[src/rtl/mips_alu_exec_if.sv]
// Handshake and operand/result bundle between the pipeline and the
// execution-stage ALU.
interface mips_alu_exec_if #(
    parameter int WIDTH = 32
);
    logic             start;
    logic [3:0]       alu_operation;
    logic [WIDTH-1:0] a;
    logic [WIDTH-1:0] b;
    logic [WIDTH-1:0] result;
    logic [WIDTH-1:0] hi;
    logic [WIDTH-1:0] lo;
    logic             zero;
    logic             negative;
    logic             overflow;
    logic             div_zero;
    logic             busy;
    logic             done;

    modport master (
        output start, alu_operation, a, b,
        input  result, hi, lo, zero, negative, overflow,
        input  div_zero, busy, done
    );

    modport slave (
        input  start, alu_operation, a, b,
        output result, hi, lo, zero, negative, overflow,
        output div_zero, busy, done
    );
endinterface

[src/rtl/mips_alu_exec.sv]
// Execution-stage ALU with iterative signed MULT/DIV and HI/LO registers.
// Define ALU_DIV_EN to include the divider; otherwise DIV decodes as NOP.
module mips_alu_exec #(
    parameter int WIDTH = 32
) (
    input logic            clk,
    input logic            rst,
    mips_alu_exec_if.slave bus
);
`ifdef ALU_DIV_EN
    localparam bit DIV_EN = 1'b1;
`else
    localparam bit DIV_EN = 1'b0;
`endif

    localparam int            CW   = $clog2(WIDTH);
    localparam logic [CW-1:0] LAST = CW'(WIDTH - 1);

    localparam logic [3:0] OP_XOR  = 4'd1;
    localparam logic [3:0] OP_OR   = 4'd2;
    localparam logic [3:0] OP_AND  = 4'd3;
    localparam logic [3:0] OP_NOR  = 4'd4;
    localparam logic [3:0] OP_SLL  = 4'd5;
    localparam logic [3:0] OP_SRL  = 4'd6;
    localparam logic [3:0] OP_SLT  = 4'd7;
    localparam logic [3:0] OP_ADD  = 4'd8;
    localparam logic [3:0] OP_ADDU = 4'd9;
    localparam logic [3:0] OP_SUB  = 4'd10;
    localparam logic [3:0] OP_SUBU = 4'd11;
    localparam logic [3:0] OP_MULT = 4'd12;
    localparam logic [3:0] OP_DIV  = 4'd13;

    typedef enum logic [1:0] {IDLE, ITER, FIX} state_t;

    state_t state, state_next;
    logic accept, step, finish;
    logic op_div, iter_op;

    logic [CW-1:0]    cnt;
    logic             sign_a, sign_b, is_div, dz;
    logic [WIDTH-1:0] mag_a, mag_b, mag_d, p_hi, p_lo;

    logic [WIDTH-1:0]   sum, diff, alu_res;
    logic               alu_ovf, alu_flags;
    logic [WIDTH:0]     mul_sum, div_shift, div_diff;
    logic [2*WIDTH-1:0] prod_fix;
    logic [WIDTH-1:0]   fix_hi, fix_lo;

    assign op_div   = DIV_EN && (bus.alu_operation == OP_DIV);
    assign iter_op  = (bus.alu_operation == OP_MULT) || op_div;
    assign mag_a    = bus.a[WIDTH-1] ? -bus.a : bus.a;
    assign mag_b    = bus.b[WIDTH-1] ? -bus.b : bus.b;
    assign bus.busy = (state != IDLE);

    always_comb begin
        sum       = bus.a + bus.b;
        diff      = bus.a - bus.b;
        alu_res   = '0;
        alu_ovf   = 1'b0;
        alu_flags = 1'b1;
        case (bus.alu_operation)
            OP_XOR:  alu_res = bus.a ^ bus.b;
            OP_OR:   alu_res = bus.a | bus.b;
            OP_AND:  alu_res = bus.a & bus.b;
            OP_NOR:  alu_res = ~(bus.a | bus.b);
            OP_SLL:  alu_res = bus.b << bus.a[CW-1:0];
            OP_SRL:  alu_res = bus.b >> bus.a[CW-1:0];
            OP_SLT:  alu_res = {{(WIDTH-1){1'b0}},
                                ($signed(bus.a) < $signed(bus.b))};
            OP_ADD: begin
                alu_res = sum;
                alu_ovf = (bus.a[WIDTH-1] == bus.b[WIDTH-1]) &&
                          (sum[WIDTH-1] != bus.a[WIDTH-1]);
            end
            OP_ADDU: alu_res = sum;
            OP_SUB: begin
                alu_res = diff;
                alu_ovf = (bus.a[WIDTH-1] != bus.b[WIDTH-1]) &&
                          (diff[WIDTH-1] != bus.a[WIDTH-1]);
            end
            OP_SUBU: alu_res = diff;
            default: alu_flags = 1'b0;
        endcase
    end

    // Shared shift register: {acc, multiplier} for MULT, {rem, quotient} for DIV
    always_comb begin
        mul_sum   = {1'b0, p_hi} +
                    (p_lo[0] ? {1'b0, mag_d} : {(WIDTH+1){1'b0}});
        div_shift = {p_hi, p_lo[WIDTH-1]};
        div_diff  = div_shift - {1'b0, mag_d};
        prod_fix  = (sign_a ^ sign_b) ? -{p_hi, p_lo} : {p_hi, p_lo};
        fix_hi    = prod_fix[2*WIDTH-1:WIDTH];
        fix_lo    = prod_fix[WIDTH-1:0];
        if (is_div) begin
            fix_hi = sign_a ? -p_hi : p_hi;
            fix_lo = dz ? '1 : ((sign_a ^ sign_b) ? -p_lo : p_lo);
        end
    end

    always_comb begin
        state_next = state;
        accept     = 1'b0;
        step       = 1'b0;
        finish     = 1'b0;
        case (state)
            IDLE: begin
                accept = bus.start;
                if (bus.start && iter_op) state_next = ITER;
            end
            ITER: begin
                step = 1'b1;
                if (cnt == LAST) state_next = FIX;
            end
            FIX: begin
                finish     = 1'b1;
                state_next = IDLE;
            end
            default: state_next = IDLE;
        endcase
    end

    always_ff @(posedge clk or posedge rst) begin
        if (rst) state <= IDLE;
        else     state <= state_next;
    end

    always_ff @(posedge clk or posedge rst) begin
        if (rst) begin
            bus.result   <= '0;
            bus.hi       <= '0;
            bus.lo       <= '0;
            bus.zero     <= 1'b0;
            bus.negative <= 1'b0;
            bus.overflow <= 1'b0;
            bus.div_zero <= 1'b0;
            bus.done     <= 1'b0;
            cnt          <= '0;
            sign_a       <= 1'b0;
            sign_b       <= 1'b0;
            is_div       <= 1'b0;
            dz           <= 1'b0;
            mag_d        <= '0;
            p_hi         <= '0;
            p_lo         <= '0;
        end else begin
            bus.done <= 1'b0;
            if (accept && !iter_op) begin
                bus.result   <= alu_res;
                bus.zero     <= alu_flags && (alu_res == '0);
                bus.negative <= alu_res[WIDTH-1];
                bus.overflow <= alu_ovf;
                bus.done     <= 1'b1;
            end
            if (accept && iter_op) begin
                sign_a <= bus.a[WIDTH-1];
                sign_b <= bus.b[WIDTH-1];
                is_div <= op_div;
                dz     <= (bus.b == '0);
                mag_d  <= op_div ? mag_b : mag_a;
                p_lo   <= op_div ? mag_a : mag_b;
                p_hi   <= '0;
                cnt    <= '0;
            end
            if (step) begin
                cnt <= cnt + 1'b1;
                if (is_div) begin
                    if (!div_diff[WIDTH]) begin
                        p_hi <= div_diff[WIDTH-1:0];
                        p_lo <= {p_lo[WIDTH-2:0], 1'b1};
                    end else begin
                        p_hi <= div_shift[WIDTH-1:0];
                        p_lo <= {p_lo[WIDTH-2:0], 1'b0};
                    end
                end else begin
                    {p_hi, p_lo} <= {mul_sum, p_lo[WIDTH-1:1]};
                end
            end
            if (finish) begin
                bus.hi       <= fix_hi;
                bus.lo       <= fix_lo;
                bus.result   <= fix_lo;
                bus.zero     <= (fix_lo == '0);
                bus.negative <= fix_lo[WIDTH-1];
                bus.overflow <= 1'b0;
                if (is_div) bus.div_zero <= dz;
                bus.done     <= 1'b1;
            end
        end
    end
endmodule

[src/flat_wrapper.sv]
// flat-port wrapper written by rule: the top's interface ports become plain ports
module mips_alu_exec_flat 
#(
    parameter int WIDTH = 32
)
  (clk, rst, bus_start, bus_alu_operation, bus_a, bus_b, bus_result, bus_hi, bus_lo, bus_zero, bus_negative, bus_overflow, bus_div_zero, bus_busy, bus_done);
  mips_alu_exec_if #(.WIDTH(WIDTH)) bus_i ();
  input logic clk;
  input logic rst;
  input wire logic [$bits(bus_i.start)-1:0] bus_start;
  input wire logic [$bits(bus_i.alu_operation)-1:0] bus_alu_operation;
  input wire logic [$bits(bus_i.a)-1:0] bus_a;
  input wire logic [$bits(bus_i.b)-1:0] bus_b;
  output wire logic [$bits(bus_i.result)-1:0] bus_result;
  output wire logic [$bits(bus_i.hi)-1:0] bus_hi;
  output wire logic [$bits(bus_i.lo)-1:0] bus_lo;
  output wire logic [$bits(bus_i.zero)-1:0] bus_zero;
  output wire logic [$bits(bus_i.negative)-1:0] bus_negative;
  output wire logic [$bits(bus_i.overflow)-1:0] bus_overflow;
  output wire logic [$bits(bus_i.div_zero)-1:0] bus_div_zero;
  output wire logic [$bits(bus_i.busy)-1:0] bus_busy;
  output wire logic [$bits(bus_i.done)-1:0] bus_done;
  assign bus_i.start = bus_start;
  assign bus_i.alu_operation = bus_alu_operation;
  assign bus_i.a = bus_a;
  assign bus_i.b = bus_b;
  assign bus_result = bus_i.result;
  assign bus_hi = bus_i.hi;
  assign bus_lo = bus_i.lo;
  assign bus_zero = bus_i.zero;
  assign bus_negative = bus_i.negative;
  assign bus_overflow = bus_i.overflow;
  assign bus_div_zero = bus_i.div_zero;
  assign bus_busy = bus_i.busy;
  assign bus_done = bus_i.done;
  mips_alu_exec #(.WIDTH(WIDTH)) u_core (.clk(clk), .rst(rst), .bus(bus_i));
endmodule
[config.mk]
export PLATFORM = sky130hd
export DESIGN_NAME = mips_alu_exec_flat
export DESIGN_NICKNAME = d
export VERILOG_FILES = /design/src/rtl/mips_alu_exec_if.sv /design/src/rtl/mips_alu_exec.sv /design/src/flat_wrapper.sv
export SDC_FILE = /design/constraint.sdc
export NUM_CORES = 1
export LEC_CHECK = 0
export BUFFER_PORTS_ARGS = -buffer_cell sky130_fd_sc_hd__buf_2
export CAP_MARGIN = 20
export CORE_MARGIN = 5
export CORE_UTILIZATION = 45
export CTS_BUF_LIST = sky130_fd_sc_hd__clkbuf_8
export DETAILED_ROUTE_END_ITERATION = 8
export PLACE_DENSITY = 0.72
export SLEW_MARGIN = 20
export SYNTH_ARGS = -nofsm -noshare
export SYNTH_HDL_FRONTEND = slang
export SYNTH_SLANG_ARGS = --single-unit
[constraint.sdc]
create_clock -name clk -period 7 [get_ports clk]
set_clock_uncertainty 0.05 [all_clocks]
set_input_delay 0.7 -clock clk [delete_from_list [all_inputs] [get_ports clk]]
set_output_delay 0.7 -clock clk [all_outputs]
set_load 0.005 [all_outputs]
After elaboration in Yosys (flattened, before gate mapping)
Index checks and enable logic that the tools add are counted.
{ "word_totals": {"reg_bits": 205, "out_inout_bits": 102, "word_cells": 96} }
{ "op_classes": {"n_addsub": 7, "order_cmp": 1, "eq_ne": 21, "shift": 2, "mux": 29, "bitwise": 5, "reduce_logical": 17} }
{ "ops": {"columns": ["op", "count"], "rows": [
  ["$mux 32", 9],
  ["$pmux 32 s9", 1],
  ["$logic_not 32->1", 2],
  ["$mux 64", 1],
  ["$neg 32->32", 2],
  ["$neg 64->64", 1],
  ["$add 32x33->33", 1],
  ["$add 32x32->32", 1],
  ["$and 32x32->32", 1],
  ["$lt 32x32->1", 1],
  ["$not 32->32", 1],
  ["$or 32x32->32", 1],
  ["$shl 32x5->32", 1],
  ["$shr 32x5->32", 1],
  ["$sub 32x32->32", 1],
  ["$xor 32x32->32", 1],
  ["$eq 4x4->1 const B", 5],
  ["$eq 4x3->1 const B", 4],
  ["$mux 1", 12],
  ["$reduce_or 11->1", 1],
  ["$mux 5", 2],
  ["$eq 4x2->1 const B", 2],
  ["$logic_and 1x1->1", 6],
  ["$reduce_bool 2->1", 3],
  ["other kinds (16)", 21]
]} }

Logic depth before layout (Yosys ltp)
{ "logic_depth": {"depth_word": 7, "depth_mapped": 19} }

Worst setup path after synthesis
No wires, ideal clock.
{ "synth_path": {"path_kind": "in2reg", "start": "input port bus_a[0]", "end": "register u_core.bus.zero", "setup_time_ns": 0.104, "arrival_ns": 4.956, "setup_slack_ns": 1.890, "cell_stages": 17, "cell_sequence": "buf_2 > inv_2 > clkbuf_1 > buf_1 > buf_1 > ha_1 > nor2_1 > o311ai_0 > a211oi_1 > a211oi_1 > nor2_1 > a31oi_1 > o41ai_1 > and3_1 > or4_1 > or3_1 > o41ai_2"} }
{ "synth_via": {"elab_chain_len": 7} }
{ "synth_lines": {"columns": ["element", "line_no", "source"], "rows": [
  ["start, declared", "flat_wrapper.sv:12", "input wire logic [$bits(bus_i.a)-1:0] bus_a;"],
  ["parallel branches: the longest is 2 deep, another holds $sub 32x32->32", null, null],
  ["$pmux 32 s9 *", "mips_alu_exec.sv:61", "case (bus.alu_operation)"],
  ["$logic_not 32->1 *", "mips_alu_exec.sv:150", "bus.zero <= alu_flags && (alu_res == '0);"],
  ["$logic_and 1x1->1 *", "mips_alu_exec.sv:150", null],
  ["$mux 1 *", "mips_alu_exec.sv:148", "if (accept && !iter_op) begin"],
  ["$mux 1 *", "mips_alu_exec.sv:179", "if (finish) begin"],
  ["end signal, assigned", "mips_alu_exec.sv:150", null],
  ["end signal, assigned", "mips_alu_exec.sv:183", "bus.zero <= (fix_lo == '0);"],
  ["end, declared", "mips_alu_exec_if.sv:28", "output result, hi, lo, zero, negative, overflow,"]
]} }
Every way passes the cells marked *. The select of a mux whose other input is x is not followed.
A chain may end at the register's enable or synchronous reset.

Worst setup path after layout
{ "layout_path": {"start": "input port bus_a[2]", "end": "register u_core.bus.zero"} }
The elaborated chain is that of the path after synthesis.

==> run_summary.xml <==
<?xml version="1.0" encoding="UTF-8"?>
<metrics>
  <group name="timing">
    <metric name="fin_crit_sh" unit="%">81.3</metric>
    <metric name="slew_viol_final" unit="">0</metric>
    <metric name="setup_repair_after_global_routing_missed_its_margin" unit="">false</metric>
    <metric name="setup-tns-final" unit="ps">0</metric>
    <metric name="timing.fmax" unit="GHz">0.176</metric>
    <metric name="worst_slew_margin_rel" unit="%">26.7</metric>
    <metric name="worst_slew_pin_slew" unit="ps">1100</metric>
    <metric name="setup_viol" unit="">0</metric>
    <metric name="report.final.hold_viol_count" unit="">0</metric>
    <metric name="min_period" unit="ps">5690</metric>
  </group>
  <group name="job">
    <metric name="max-cap-violations" unit="">0</metric>
  </group>
  <group name="clock_tree">
    <metric name="cts_num_sinks" unit="">204</metric>
    <metric name="tritoncts" unit="">done</metric>
    <metric name="ctsHoldBuffers" unit="">0</metric>
    <metric name="h-tree-depth" unit="">2</metric>
    <metric name="cts_buffer_depth" unit="">3</metric>
    <metric name="cts.reportedPaths.clkPinSlew" unit="ps">60</metric>
    <metric name="post_cts.repair.setup_buffers" unit="">0</metric>
    <metric name="post_cts_resize_count" unit="">0</metric>
    <metric name="cts_buffers" unit="">38</metric>
    <metric name="clkLatencyLatePin" unit="ps">600</metric>
    <metric name="root_buffer" unit="">clkbuf_8</metric>
  </group>
  <group name="power">
    <metric name="max-vdd-ir-drop" unit="µV">205</metric>
    <metric name="p_clk_share" unit="%">20.4</metric>
    <metric name="power-per-cell-area" unit="nW/µm²">255</metric>
    <metric name="power.sequential.fraction" unit="%">32.0</metric>
    <metric name="power_frac_comb" unit="%">47.7</metric>
    <metric name="p_switching" unit="µW">2770</metric>
    <metric name="internal_power" unit="µW">3160</metric>
    <metric name="total_leakage_power" unit="µW">0.0103</metric>
    <metric name="power_switching_share" unit="%">46.7</metric>
  </group>
  <group name="drt">
    <metric name="ant_nets" unit="">0</metric>
    <metric name="remaining_design_rule_violation_count" unit="">0</metric>
    <metric name="drt-wirelength-per-cell" unit="µm">28.9</metric>
    <metric name="avgViaCountPerCell" unit="">6.80</metric>
    <metric name="first_pass_iters" unit="">6</metric>
    <metric name="finalWirelength" unit="µm">97500</metric>
    <metric name="routed-via-count" unit="">22940</metric>
    <metric name="detail_route.iter0.violations" unit="">3313</metric>
  </group>
  <group name="placement">
    <metric name="gp_congestion" unit="">1.14</metric>
    <metric name="detailed_place.area" unit="µm²">22400</metric>
    <metric name="post-dp-hpwl" unit="µm">75200</metric>
    <metric name="post-place-cells" unit="">3302</metric>
    <metric name="number_of_buffer_cells_added_on_primary_ports" unit="">171</metric>
  </group>
  <group name="floorplan">
    <metric name="io-pin-count" unit="">173</metric>
    <metric name="floorplan.die_area" unit="µm²">51600</metric>
    <metric name="die_h" unit="µm">227</metric>
    <metric name="row_count" unit="">79</metric>
    <metric name="initial_core_util" unit="%">45.6</metric>
    <metric name="placeable_core_region" unit="µm²">46600</metric>
    <metric name="die-width" unit="µm">227</metric>
  </group>
  <group name="worst_setup_path">
    <metric name="critical-path-slowest-cell" unit="">a221oi_1</metric>
    <metric name="worstSetupStartpointType" unit="">input pin</metric>
    <metric name="critical_path.max_stage_delay" unit="ps">940</metric>
    <metric name="cp_cell_sequence" unit="">buf_4 &gt; clkinv_1 &gt; ha_1 &gt; o21ai_1 &gt; o21ai_0 &gt; nand2_1 &gt; a21oi_1 &gt; xor2_1 &gt; a221oi_1 &gt; nand4_1 &gt; nor4_1 &gt; nand4b_1 &gt; nor4_1 &gt; nand4_1 &gt; o41ai_2</metric>
    <metric name="worst-setup-path-type" unit="">input pin to flip-flop</metric>
    <metric name="crit_path_max_fanout" unit="">63</metric>
    <metric name="timing.critical_path.required" unit="ps">7410</metric>
    <metric name="setup.worst_path.end_class" unit="">flip-flop</metric>
    <metric name="worst-endpoint-arrival" unit="ps">6100</metric>
  </group>
  <group name="finish">
    <metric name="area_delta_synth_final" unit="%">9.48</metric>
    <metric name="post_layout_nonfiller_instances" unit="">3373</metric>
    <metric name="layout.cells.most_common" unit="">o21ai_0</metric>
    <metric name="layout-drive-gt1-share" unit="%">13.4</metric>
    <metric name="stdcell_area" unit="µm²">23200</metric>
    <metric name="layout.cells.most_common_list" unit="">o21ai_0, nand2_1, dfrtp_1</metric>
    <metric name="layout.nets" unit="">2955</metric>
  </group>
  <group name="global_route">
    <metric name="gr-usage-all-layers" unit="%">36.3</metric>
    <metric name="overflow" unit="">0</metric>
    <metric name="grt_pass1_vias" unit="">21435</metric>
    <metric name="grt_pass1_wl" unit="µm">142000</metric>
    <metric name="grt_antenna_before_repair" unit="">6</metric>
    <metric name="grt_start_max_net_pins" unit="">139</metric>
  </group>
  <group name="yosys">
    <metric name="synth.distinct_cells" unit="">86</metric>
    <metric name="netlist.area_leader.share" unit="%">24.1</metric>
    <metric name="synthTopCellsByArea" unit="">dfrtp_1, ha_1, o21ai_0, nand2_1, xnor2_1</metric>
    <metric name="synth.yosys.seq_area_share" unit="%">24.1</metric>
    <metric name="syn-mean-instance-area" unit="µm²">7.90</metric>
    <metric name="postSynth.topFlopCell" unit="">dfrtp_1</metric>
    <metric name="netlist_instances" unit="">2685</metric>
    <metric name="synth-warning-count" unit="">0</metric>
    <metric name="post-synth-top-area-cell" unit="">dfrtp_1</metric>
    <metric name="synth_enable_flop_cells" unit="">0</metric>
    <metric name="ys_ff_latch" unit="">204</metric>
    <metric name="synth_async_sr_flop_share" unit="%">100</metric>
    <metric name="synth_area" unit="µm²">21200</metric>
    <metric name="net_count_after_synthesis" unit="">2904</metric>
  </group>
  <group name="hold_path">
    <metric name="worst_hold_path_type" unit="">input pin to asynchronous set/reset pin</metric>
  </group>
  <group name="status">
    <metric name="result_of_the_run" unit="">finished, final reports clean</metric>
  </group>
</metrics>
## through the flow
step	util, %	power, µW	hold slack (ps)	worst slack, ps
CTS	49.8	5850	319	1700
global route	49.9	6220	331	1230
floorplan	-	3620	392	683
global placement	48.1	4560	403	1140
detailed placement	48.1	4620	411	1080
finish	49.9	5930	261	1310
## cell usage after synthesis, types with 34 or more instances
library cell  number
ha_1             145
a211oi_1          41
and2_1            44
inv_1            102
nor2_1           182
o21ai_0          292
a21o_1            44
o31ai_1           41
nor3_1            53
nand2b_1          37
a21oi_1          157
clkbuf_1         150
dfrtp_1          204
nand3_1           56
nand2_1          287
xnor2_1          120
o211ai_1          34
mux2i_1           72
a22oi_1           43
xor2_1            48
## layer usage
layer  vias up  GRT usage, %  routed length (µm)
li1       9949             -                   -
met1     11015          48.9               38300
met2      1589          52.6               40100
met3       381          9.25               11500
met4         6          21.6                7510
met5         -             0                  37
## kinds of logic (layout without fill, tap and decap cells)
logic type	Yosys count	count (layout)	share of synthesized area [%]
AO/OA/AOI/OAI	892	892	27.3
XOR/XNOR	168	168	6.94
adder cells (fa/ha/maj)	148	148	8.83
buffers and inverters	304	383	5.56
flip-flops	204	204	24.1
multiplexers	133	133	8.28
other	1	3	0.0177
AND/OR/NAND/NOR	835	835	19.0
## power by group through the flow
stage | Clock (µW) | Sequential [µW] | Combinational (µW)
2_1_floorplan | 0 | 1720 | 1900
3_3_place_gp | 0 | 1870 | 2690
3_5_place_dp | 0 | 1890 | 2740
4_1_cts | 1230 | 1870 | 2740
5_1_grt | 1280 | 1920 | 3020
6_report | 1210 | 1890 | 2820
## registers in the layout (all words and copies together), names as in the netlist
name                 cells
u_core.bus.done          1
u_core.bus.hi           32
u_core.bus.lo           32
u_core.bus.negative      1
u_core.bus.overflow      1
u_core.bus.result       31
u_core.bus.zero          1
u_core.cnt               5
u_core.mag_d            32
u_core.p_hi             32
u_core.p_lo             32
u_core.sign_a            1
u_core.sign_b            1
u_core.state             2
## critical path, delay by kind of cell
kind	cells	cell delay [ps]
AO/OA/AOI/OAI	5	2000
AND/OR/NAND/NOR	6	1930
buffers and inverters	2	790
adder cells (fa/ha/maj)	1	480
XOR/XNOR	1	170
## area by class of cell
class / instances / area [µm²]
clock buffer: 50 / 688
antenna: 2 / 5.00
clock inverter: 18 / 101
sequential: 204 / 5100
timing repair buffer: 209 / 1170
inverter: 106 / 405
multi-input combinational: 2177 / 15000
fill: 4551 / 23300
tap: 607 / 759
## final timing paths
check / from / to / slack (ps) / depth (start not counted)
max in group asynchronous: rst / u_core.bus.result[15] / 5160 / 3
worst max-delay path: bus_a[2] / u_core.bus.zero / 1310 / 15
worst min-delay path: rst / u_core.bus.hi[24] / 260 / 2
min in group clk: u_core.bus.lo[20] / u_core.bus.lo[20] / 420 / 1
worst min register to register: u_core.bus.lo[20] / u_core.bus.lo[20] / 420 / 1
worst max register to register: u_core.state[1] / u_core.bus.zero / 2750 / 11
Note: power is estimated with default switching activity, not from simulation.
